<file path="config.mk">
export PLATFORM = sky130hd
export DESIGN_NAME = inst_decode_queue
export DESIGN_NICKNAME = d
export VERILOG_FILES = /design/src/rtl/inst_decode_queue_pkg.sv /design/src/rtl/inst_decode_queue_ctrl_decode.sv /design/src/rtl/inst_decode_queue.sv
export SDC_FILE = /design/constraint.sdc
export NUM_CORES = 1
export LEC_CHECK = 0
export CORE_AREA = 2 2 248 250
export CTS_CLUSTER_SIZE = 25
export DETAILED_ROUTE_END_ITERATION = 6
export DIE_AREA = 0 0 250 252
export DONT_BUFFER_PORTS = 1
export PLACE_DENSITY = 0.71
export SLEW_MARGIN = 20
export SYNTH_ARGS = -nofsm -noshare
export SYNTH_HDL_FRONTEND = slang
export SYNTH_SLANG_ARGS = --single-unit
</file>
<file path="constraint.sdc">
create_clock -name clk -period 3.9 [get_ports clk]
set_input_delay 0.39 -clock clk [delete_from_list [all_inputs] [get_ports clk]]
set_output_delay 0.39 -clock clk [all_outputs]
set_load 0.005 [all_outputs]
</file>
<file path="src/rtl/inst_decode_queue_pkg.sv">
// inst_decode_queue_pkg: MIPS opcode/funct/rt constants and the control-word layout shared by the decode queue.
package inst_decode_queue_pkg;
  localparam logic [5:0] OP_SPECIAL = 6'h00, OP_REGIMM = 6'h01, OP_J = 6'h02, OP_JAL = 6'h03;
  localparam logic [5:0] OP_BEQ = 6'h04, OP_BNE = 6'h05, OP_BLEZ = 6'h06, OP_BGTZ = 6'h07;
  localparam logic [5:0] OP_ADDI = 6'h08, OP_ADDIU = 6'h09, OP_SLTI = 6'h0a, OP_SLTIU = 6'h0b;
  localparam logic [5:0] OP_ANDI = 6'h0c, OP_ORI = 6'h0d, OP_XORI = 6'h0e, OP_LUI = 6'h0f;
  localparam logic [5:0] OP_LB = 6'h20, OP_LH = 6'h21, OP_LW = 6'h23, OP_LBU = 6'h24, OP_LHU = 6'h25;
  localparam logic [5:0] OP_SB = 6'h28, OP_SH = 6'h29, OP_SW = 6'h2b;
  localparam logic [5:0] FN_JR = 6'h08, FN_JALR = 6'h09, FN_MFHI = 6'h10, FN_MTHI = 6'h11;
  localparam logic [5:0] FN_MFLO = 6'h12, FN_MTLO = 6'h13, FN_MULT = 6'h18, FN_MULTU = 6'h19;
  localparam logic [5:0] FN_DIV = 6'h1a, FN_DIVU = 6'h1b;
  localparam logic [4:0] RT_BLTZ = 5'h00, RT_BGEZ = 5'h01, RT_BLTZAL = 5'h10, RT_BGEZAL = 5'h11;
  typedef enum logic [1:0] {DST_RT = 2'b00, DST_RD = 2'b01, DST_R31 = 2'b10} reg_dst_e;
  // Field order fixes the bit positions of the 8-bit control word, reg_write in bit 7.
  typedef struct packed {
    logic     reg_write;
    reg_dst_e reg_dst;
    logic     alu_src_pc;
    logic     alu_src_imm;
    logic     mem_to_reg;
    logic     hilo_read;
    logic     hilo_write;
  } ctrl_t;
  localparam ctrl_t CTRL_NONE   = ctrl_t'(8'b0_00_0_0_0_0_0);
  localparam ctrl_t CTRL_R      = ctrl_t'(8'b1_01_0_0_0_1_0);
  localparam ctrl_t CTRL_MTHL   = ctrl_t'(8'b0_00_0_0_0_1_1);
  localparam ctrl_t CTRL_MULDIV = ctrl_t'(8'b0_00_0_0_0_0_1);
  localparam ctrl_t CTRL_JALR   = ctrl_t'(8'b1_01_1_0_0_0_0);
  localparam ctrl_t CTRL_LINK   = ctrl_t'(8'b1_10_1_0_0_0_0);
  localparam ctrl_t CTRL_ALUI   = ctrl_t'(8'b1_00_0_1_0_0_0);
  localparam ctrl_t CTRL_LOAD   = ctrl_t'(8'b1_00_0_1_1_0_0);
  localparam ctrl_t CTRL_STORE  = ctrl_t'(8'b0_00_0_1_0_0_0);
endpackage

</file>
<file path="src/rtl/inst_decode_queue_ctrl_decode.sv">
// inst_ctrl_decode: combinational main-control decode of one MIPS instruction plus control-transfer flag.
module inst_ctrl_decode import inst_decode_queue_pkg::*; (
  input  logic [31:0] inst,
  output logic [7:0]  ctrl,
  output logic        is_cti
);
  logic [5:0] op, fn;
  logic [4:0] rt;
  ctrl_t      c;
  logic       unused;
  assign op = inst[31:26];
  assign rt = inst[20:16];
  assign fn = inst[5:0];
  assign ctrl = c;
  assign unused = ^{inst[25:21], inst[15:6]};
  always_comb begin
    c = CTRL_NONE;
    is_cti = 1'b0;
    case (op)
      OP_SPECIAL: case (fn)
        FN_JR:                               is_cti = 1'b1;
        FN_JALR:                             begin c = CTRL_JALR; is_cti = 1'b1; end
        FN_MTHI, FN_MTLO:                    c = CTRL_MTHL;
        FN_MULT, FN_MULTU, FN_DIV, FN_DIVU:  c = CTRL_MULDIV;
        default:                             c = CTRL_R;
      endcase
      // Every REGIMM form is a branch; only the AL variants link.
      OP_REGIMM: begin
        is_cti = 1'b1;
        c = (rt == RT_BLTZAL || rt == RT_BGEZAL) ? CTRL_LINK : CTRL_NONE;
      end
      OP_J, OP_BEQ, OP_BNE, OP_BLEZ, OP_BGTZ:  is_cti = 1'b1;
      OP_JAL:                                  begin c = CTRL_LINK; is_cti = 1'b1; end
      OP_ADDI, OP_ADDIU, OP_SLTI, OP_SLTIU,
      OP_ANDI, OP_ORI, OP_XORI, OP_LUI:        c = CTRL_ALUI;
      OP_LB, OP_LH, OP_LW, OP_LBU, OP_LHU:     c = CTRL_LOAD;
      OP_SB, OP_SH, OP_SW:                     c = CTRL_STORE;
      default:                                 c = CTRL_NONE;
    endcase
  end
endmodule

</file>
<file path="src/rtl/inst_decode_queue.sv">
// inst_decode_queue: circular instruction queue that decodes at enqueue and holds branches until their delay slot is queued.
module inst_decode_queue import inst_decode_queue_pkg::*; #(
  parameter int DEPTH   = 8,
  parameter int FETCH_W = 2,
  parameter int ISSUE_W = 1
) (
  input  logic                      clk,
  input  logic                      resetn,
  input  logic                      flush,
  input  logic [FETCH_W-1:0]        in_valid,
  input  logic [FETCH_W*32-1:0]     in_inst,
  input  logic [FETCH_W*32-1:0]     in_pc,
  output logic                      in_ready,
  output logic [ISSUE_W-1:0]        out_valid,
  output logic [ISSUE_W*32-1:0]     out_inst,
  output logic [ISSUE_W*32-1:0]     out_pc,
  output logic [ISSUE_W*8-1:0]      out_ctrl,
  input  logic                      out_ready,
  output logic [$clog2(DEPTH):0]    count
);
  localparam int AW = $clog2(DEPTH);
  logic [31:0]      mem_inst [DEPTH];
  logic [31:0]      mem_pc   [DEPTH];
  logic [7:0]       mem_ctrl [DEPTH];
  logic [DEPTH-1:0] mem_cti;
  logic [AW-1:0]    wr_ptr, rd_ptr;
  logic [AW:0]      enq, deq;
  logic             push, issue_ok;
  logic [7:0]       dec_ctrl [FETCH_W];
  logic [FETCH_W-1:0] dec_cti;
  for (genvar g = 0; g < FETCH_W; g++) begin : g_dec
    inst_ctrl_decode u_dec (.inst(in_inst[g*32 +: 32]), .ctrl(dec_ctrl[g]), .is_cti(dec_cti[g]));
  end
  // Space check uses only the registered count, so a full queue never takes credit for a same-cycle pop.
  assign in_ready = ((AW+1)'(DEPTH) - count) >= (AW+1)'(FETCH_W);
  assign push = in_ready && in_valid[0];
  always_comb begin
    enq = '0;
    for (int j = 0; j < FETCH_W; j++) enq = enq + ((push && in_valid[j]) ? (AW+1)'(1) : '0);
  end
  // A branch needs its delay slot queued behind it, and only slot 0 may carry a branch.
  always_comb begin
    out_valid = '0;
    out_inst = '0;
    out_pc = '0;
    out_ctrl = '0;
    deq = '0;
    issue_ok = 1'b1;
    for (int i = 0; i < ISSUE_W; i++) begin
      out_inst[i*32 +: 32] = mem_inst[rd_ptr + AW'(i)];
      out_pc[i*32 +: 32] = mem_pc[rd_ptr + AW'(i)];
      out_ctrl[i*8 +: 8] = mem_ctrl[rd_ptr + AW'(i)];
      out_valid[i] = issue_ok && count > (AW+1)'(i)
                     && (!mem_cti[rd_ptr + AW'(i)] || count > (AW+1)'(i + 1))
                     && (i == 0 || !mem_cti[rd_ptr + AW'(i)]);
      issue_ok = out_valid[i];
      deq = deq + ((out_ready && out_valid[i]) ? (AW+1)'(1) : '0);
    end
  end
  always_ff @(posedge clk or negedge resetn) begin
    if (!resetn) begin
      wr_ptr <= '0;
      rd_ptr <= '0;
      count <= '0;
    end else if (flush) begin
      wr_ptr <= '0;
      rd_ptr <= '0;
      count <= '0;
    end else begin
      wr_ptr <= wr_ptr + enq[AW-1:0];
      rd_ptr <= rd_ptr + deq[AW-1:0];
      count <= count + enq - deq;
    end
  end
  always_ff @(posedge clk) begin
    for (int j = 0; j < FETCH_W; j++) begin
      if (push && in_valid[j]) begin
        mem_inst[wr_ptr + AW'(j)] <= in_inst[j*32 +: 32];
        mem_pc[wr_ptr + AW'(j)] <= in_pc[j*32 +: 32];
        mem_ctrl[wr_ptr + AW'(j)] <= dec_ctrl[j];
        mem_cti[wr_ptr + AW'(j)] <= dec_cti[j];
      end
    end
  end
endmodule

</file>
### After elaboration in Yosys (flattened, before gate mapping)

Memory sizes are Yosys's and may differ from the RTL's.
Cells that the tools add are included.

| cells by class | value |
|---|---|
| equality and inequality tests | 66 |
| $lt $le $gt $ge | 8 |
| reductions and logical operators | 27 |
| mux-type cells | 30 |
| $add $sub $neg | 7 |

Operator list:

| cell | count |
|---|---|
| $eq 6x4->1 const B | 20 |
| $eq 6x6->1 const B | 16 |
| $pmux 8 s6 | 2 |
| $eq 6x5->1 const B | 12 |
| $pmux 8 s4 | 2 |
| $eq 6x3->1 const B | 8 |
| $mux 8 | 4 |
| $eq 6x2->1 const B | 4 |
| $eq 5x5->1 const B | 4 |
| $bwmux 8 | 2 |
| $reduce_or 8->1 | 2 |
| $reduce_or 7->1 | 2 |
| $eq 6x1->1 const B | 2 |
| $logic_not 6->1 | 2 |
| $lt 3x4->1 const B | 3 |
| $mux 1 | 12 |
| $reduce_or 5->1 | 2 |
| $gt 4x1->1 const B | 2 |
| $reduce_or 2->1 | 4 |
| $reduce_or 4->1 | 2 |
| $logic_and 1x1->1 | 7 |
| $demux 1 s3 | 2 |
| $ge 3x1->1 const B | 2 |
| $mux 3 | 2 |
| other kinds (14) | 18 |

| storage, ports and cells | value |
|---|---|
| memory bits (writable) | 576 |
| register bits after elaboration | 18 |
| word-level logic and storage cells | 145 |
| output and inout port bits | 78 |
| input port bits | 134 |
| memories kept | 3 |

Memories:

| memory | depth | width | read ports | clocked after memory_dff | wr ports | line | text |
|---|---|---|---|---|---|---|---|
| mem_inst | 8 | 32 | 1 | 0 | 2 | inst_decode_queue.sv:22 | `logic [31:0] mem_inst [DEPTH];` |
| mem_pc | 8 | 32 | 1 | 0 | 2 | inst_decode_queue.sv:23 | `logic [31:0] mem_pc [DEPTH];` |
| mem_ctrl | 8 | 8 | 1 | 0 | 2 | inst_decode_queue.sv:24 | `logic [7:0] mem_ctrl [DEPTH];` |

### Longest topological paths before layout

| logic depth | value |
|---|---|
| depth after elaboration | 9 |
| gate-level depth with buffers | 15 |
| depth with buffers taken out | 14 |

### Cells and area by module

From an unflattened synthesis, not the netlist that was laid out.

| unflattened totals | value |
|---|---|
| cells, all modules | 1698 |
| area total of the unflattened synthesis | 30395.4 sq um |

By module, submodules not included:

| module | cells an instance | area each (sq um) | seq. area each (sq um) | times used |
|---|---|---|---|---|
| inst_decode_queue | 1638 | 30050.1 | 17707.0 | 1 |
| inst_ctrl_decode | 30 | 172.7 | 0.0 | 2 |

### Worst setup path after synthesis

No wires, ideal clock.

| timing | value |
|---|---|
| kind | register -> register |
| from | reg count[0] |
| to | mem mem_ctrl[6][0] (enable) |
| slack | -0.030 ns |
| clock period less this slack | 3.930 ns |
| path buffers | 3 |
| cell stages (with the launch flop) | 10 |
| setup time | 0.748 ns |
| data required time | 3.152 ns |
| arrival time | 3.182 ns |
| cells stage by stage | dfrtp_1 -> inv_1 -> ha_1 -> a211oi_2 -> nand4_4 -> and3_1 -> buf_4 -> buf_6 -> buf_12 -> nand2b_1 |

RTL lines:

| element | line | text |
|---|---|---|
| start: declaration | inst_decode_queue.sv:19 | `output logic [$clog2(DEPTH):0] count` |
| start signal: assignment | inst_decode_queue.sv:72 | `count <= count + enq - deq;` |
| end: declaration | inst_decode_queue.sv:24 |  |

==> flow_summary_export.csv <==
group,metric,value,unit
sta,finalHoldViolations,0,
placed_design,numPortBuffers,0,
die,die_height,252,µm
setup_path,reg2reg_setup_slack,0.21,ns
setup_path,critical_path_required,4.24,ns
sta,fin_setup_tns,0,ns
placed_design,dp_hpwl,43900,µm
drt,post_drt_wl_per_cell,29.8,µm
layout,final_nets,2062,
die,die_x,250,µm
layout,final_layout_size_suffix_gt1_share,41.5,%
clock_network,post_cts_resize_count,0,
setup_path,largest_driver_fanout_on_the_critical_path,42,
layout,area.growth.synth_to_final,16.3,%
logic_synthesis,synth_area,30500,µm²
power_and_ir_drop,p_seq_share,41.5,%
sta,least_margin_pin_slew,1.14,ns
setup_path,start_kind,"register",
clock_network,clk_transition_reported_paths,0.06,ns
logic_synthesis,synth-seq-area-share,58.1,%
clock_network,tritoncts,"built",
logic_synthesis,syn_inst,1722,
power_and_ir_drop,total_power_divided_by_cell_area,594,nW/µm²
layout,filler_cell_count,4492,
drt,drcViolationCount,1,
setup_path,timing.critical_path.slowest_stage_cell,"sky130_fd_sc_hd__and3_4",
clock_network,root_buffer_cell,"sky130_fd_sc_hd__clkbuf_16",
setup_path,reg2reg_from,"count[2]",
worst_hold_path,worst_hold_path.num_cells,1,
logic_synthesis,synth_simple_gate_area_share,2.04,%
worst_hold_path,hp-class,"in -> reg",
power_and_ir_drop,power.net_switching,6220,µW
layout,layout.cells.most_common_list,"sky130_fd_sc_hd__edfxtp_1 (576), sky130_fd_sc_hd__mux2_2 (449), sky130_fd_sc_hd__dlygate4sd3_1 (208)",
clock_network,clock_latency,0.60,ns
sta,worst_slew_margin_rel,23.7,%
power_and_ir_drop,power.switching_fraction,29.6,%
sta,layout_worst_path_cycle_share,94.6,%
clock_network,clock_path_buffers,3,
power_and_ir_drop,irDropWorstVdd,439,µV
logic_synthesis,async_flop_share,1.68,%
sta,rsz0062_at_grt,"no",
logic_synthesis,synth.ff_latch_count,594,
run_status,failing_checks,"design-rule violations",
logic_synthesis,yosysWarningCount,0,
sta,finalClockSkew,0.00899,ns
setup_path,rr_endpoint,"mem_pc[2][19]",
setup_path,max_stage_delay,0.65,ns
layout,post-route-util,59.0,%
grt,via_count_of_the_first_global_routing_pass,18500,
die,floorplan.die_area,63000,µm²
setup_path,crit_end_element,"register",
setup_path,critical_path_cell_by_cell,"or4_4, nand4_4, buf_4, and3_4, buf_12, mux2_2, dlygate4sd3_1",
logic_synthesis,flip_flop_cell_with_the_highest_count_after_synthesis,"sky130_fd_sc_hd__edfxtp_1",
setup_path,worst-r2r-cell-count,7,
die,total_number_of_placement_rows,90,
logic_synthesis,number_of_enable_type_register_cells_in_the_synthesized_netlist,576,
setup_path,arrival,4.03,ns
logic_synthesis,syn_area_per_cell,17.7,µm²
logic_synthesis,main_combinational_cell_family_by_area_after_synthesis,"multiplexers",
drt,detail_route.iter0.violations,1519,
power_and_ir_drop,clock_network_fraction_of_total_power,27.7,%
die,core-area,60100,µm²
clock_network,holdBufCountCts,208,
grt,antenna_found_initial,2,
layout,final_common_cell,"sky130_fd_sc_hd__edfxtp_1",
die,num_io_pins,212,
placed_design,finalWeightedCongestion,0.798,
power_and_ir_drop,combPwrFrac,30.8,%
power_and_ir_drop,cell_internal_pwr,14800,µW
drt,antenna_violating_nets_post_route,0,
setup_path,worstSetupPathType,"reg -> reg",
sta,achievable-frequency,271,MHz
drt,drt-vias-per-instance,6.29,
run_status,outcome,"finished, violations left",
layout,layout.cells.non_filler,2742,
clock_network,tritoncts_sink_count,594,
clock_network,cts_bufs_inserted,66,
logic_synthesis,synth_compound_area_share,1.11,%
sta,report.final.setup_viol,0,
logic_synthesis,yosys.area_share.adder,0.747,%
job,maxCapViolations,0,
worst_hold_path,holdPathEnd,"mem_pc[4][16]",
logic_synthesis,synth_mux_area_share,35.0,%
grt,grt.overflow.total,0,
clock_network,post_cts_buffers,0,
drt,routed_wirelength,81800,µm
logic_synthesis,synthXorXnorAreaFrac,0.201,%
drt,count_of_vias_placed_by_the_detailed_router,17200,
clock_network,clock_tree.htree_level_count,3,
die,start_util,50.7,%
drt,detail_route.first_pass.iterations,7,
sta,slew_viol_final,0,
logic_synthesis,synth_nets,1873,
worst_hold_path,hold_path.startpoint,"in_pc[48]",
logic_synthesis,synth_cell_types,54,
grt,grt_max_degree,79,
grt,wire_length_of_the_first_global_routing_pass,122000,µm
grt,track_usage,26.2,%
sta,fin_crit,3.69,ns
power_and_ir_drop,cellLeakagePower,0.0120,µW
placed_design,dp_cells,2417,
## critical path: cells and delay by family (launching register included)
kind	cells	cell delay (ns)
buffers and inverters	3	1.18
DFF	1	0.45
muxes	1	0.38
and+or+nand+nor	3	1.35
## layout make-up
class	count	area [µm²]	area share, %
flip-flops and latches	594	17700	50.0
inverters	17	65.1	0.184
well taps	782	978	2.76
clock inverters	29	203	0.572
diodes	1	2.50	0.00706
multi-input cells	979	12000	33.9
repair buffers	253	2720	7.67
clock buffers	87	1760	4.97
## sequential cells by signal, indices dropped and copies added, names as in the netlist
signal,count
mem_inst,256
mem_ctrl,64
rd_ptr,3
count,4
mem_cti,8
wr_ptr,3
mem_pc,256
## power by group through the flow
stage	clock, µW	sequential, µW	combinational, µW
finish	5820	8740	6490
global route	6130	8820	6890
CTS	5900	8740	6560
detailed placement	0	8860	6210
global placement	0	8800	6140
floorplan	0	8790	4460
## per-stage QoR
step | cell area (µm²) | hold slack (ns) | total power (µW) | setup WS (ns)
after floorplan | 30500 | 0.0944 | 13200 | 0.0616
after global placement | 31400 | 0.0947 | 14900 | 0.755
after detailed placement | 31400 | 0.0947 | 15100 | 0.723
after CTS | 35500 | 0.0000490 | 21200 | 0.242
after global routing | 35500 | 0.00939 | 21800 | 0.126
final | 35500 | 0.0188 | 21000 | 0.212
## synthesized netlist by cell type, drive strengths merged, types with 2 or more instances
cell,n,area (µm²)
fa,2,40.0
mux2i,70,701
nor2b,12,75.1
inv,17,63.8
o211a,3,30.0
buf,95,666
nor2,21,78.8
nand2,32,120
nor3,5,25.0
and3,5,31.3
xor2,3,26.3
edfxtp,576,17300
o221ai,2,17.5
clkbuf,37,139
mux2,572,6690
nand4,4,40.0
and2,3,18.8
a21boi,2,15.0
xnor2,4,35.0
dfrtp,10,250
a21o,2,15.0
mux4,145,3270
nand2b,11,68.8
o21ai,24,120
dfxtp,8,160
nand3b,4,53.8
nand3,10,50.1
ha,15,188
a211oi,2,20.0
nor4b,3,26.3
a21oi,11,55.1
## worst max path at each step
stage,cells past startpoint,start,to,slack (ns)
floorplan,8,count[0],mem_ctrl[1][0],0.06
global placement,7,count[2],mem_pc[2][29],0.75
detailed placement,13,count[0],count[2],0.72
CTS,7,count[2],mem_pc[2][19],0.24
global route,9,count[0],mem_pc[2][9],0.13
finish,7,count[2],mem_pc[2][19],0.21
## cells by family (layout without fill, tap and decap cells)
| kind of cell | after synthesis | count (layout) |
|---|---|---|
| other | 0 | 1 |
| AO/OA/AOI/OAI | 54 | 54 |
| buffers and inverters | 149 | 386 |
| multiplexers | 787 | 787 |
| adder cells (fa/ha/maj) | 17 | 17 |
| AND/OR/NAND/NOR | 114 | 114 |
| XOR/XNOR | 7 | 7 |
| flip-flops | 594 | 594 |
## metal layers
metal | part of all wire [%] | wire [µm] | vias to the layer above | GRT usage [%]
met5 | 0 | 0 | - | 0
li1 | - | - | 7327 | -
met3 | 6.9 | 5640 | 133 | 4.69
met1 | 40 | 32700 | 9111 | 33.9
met2 | 51 | 41400 | 676 | 45.0
met4 | 2.5 | 2020 | 0 | 8.59
(Power assumes the default switching activity.)
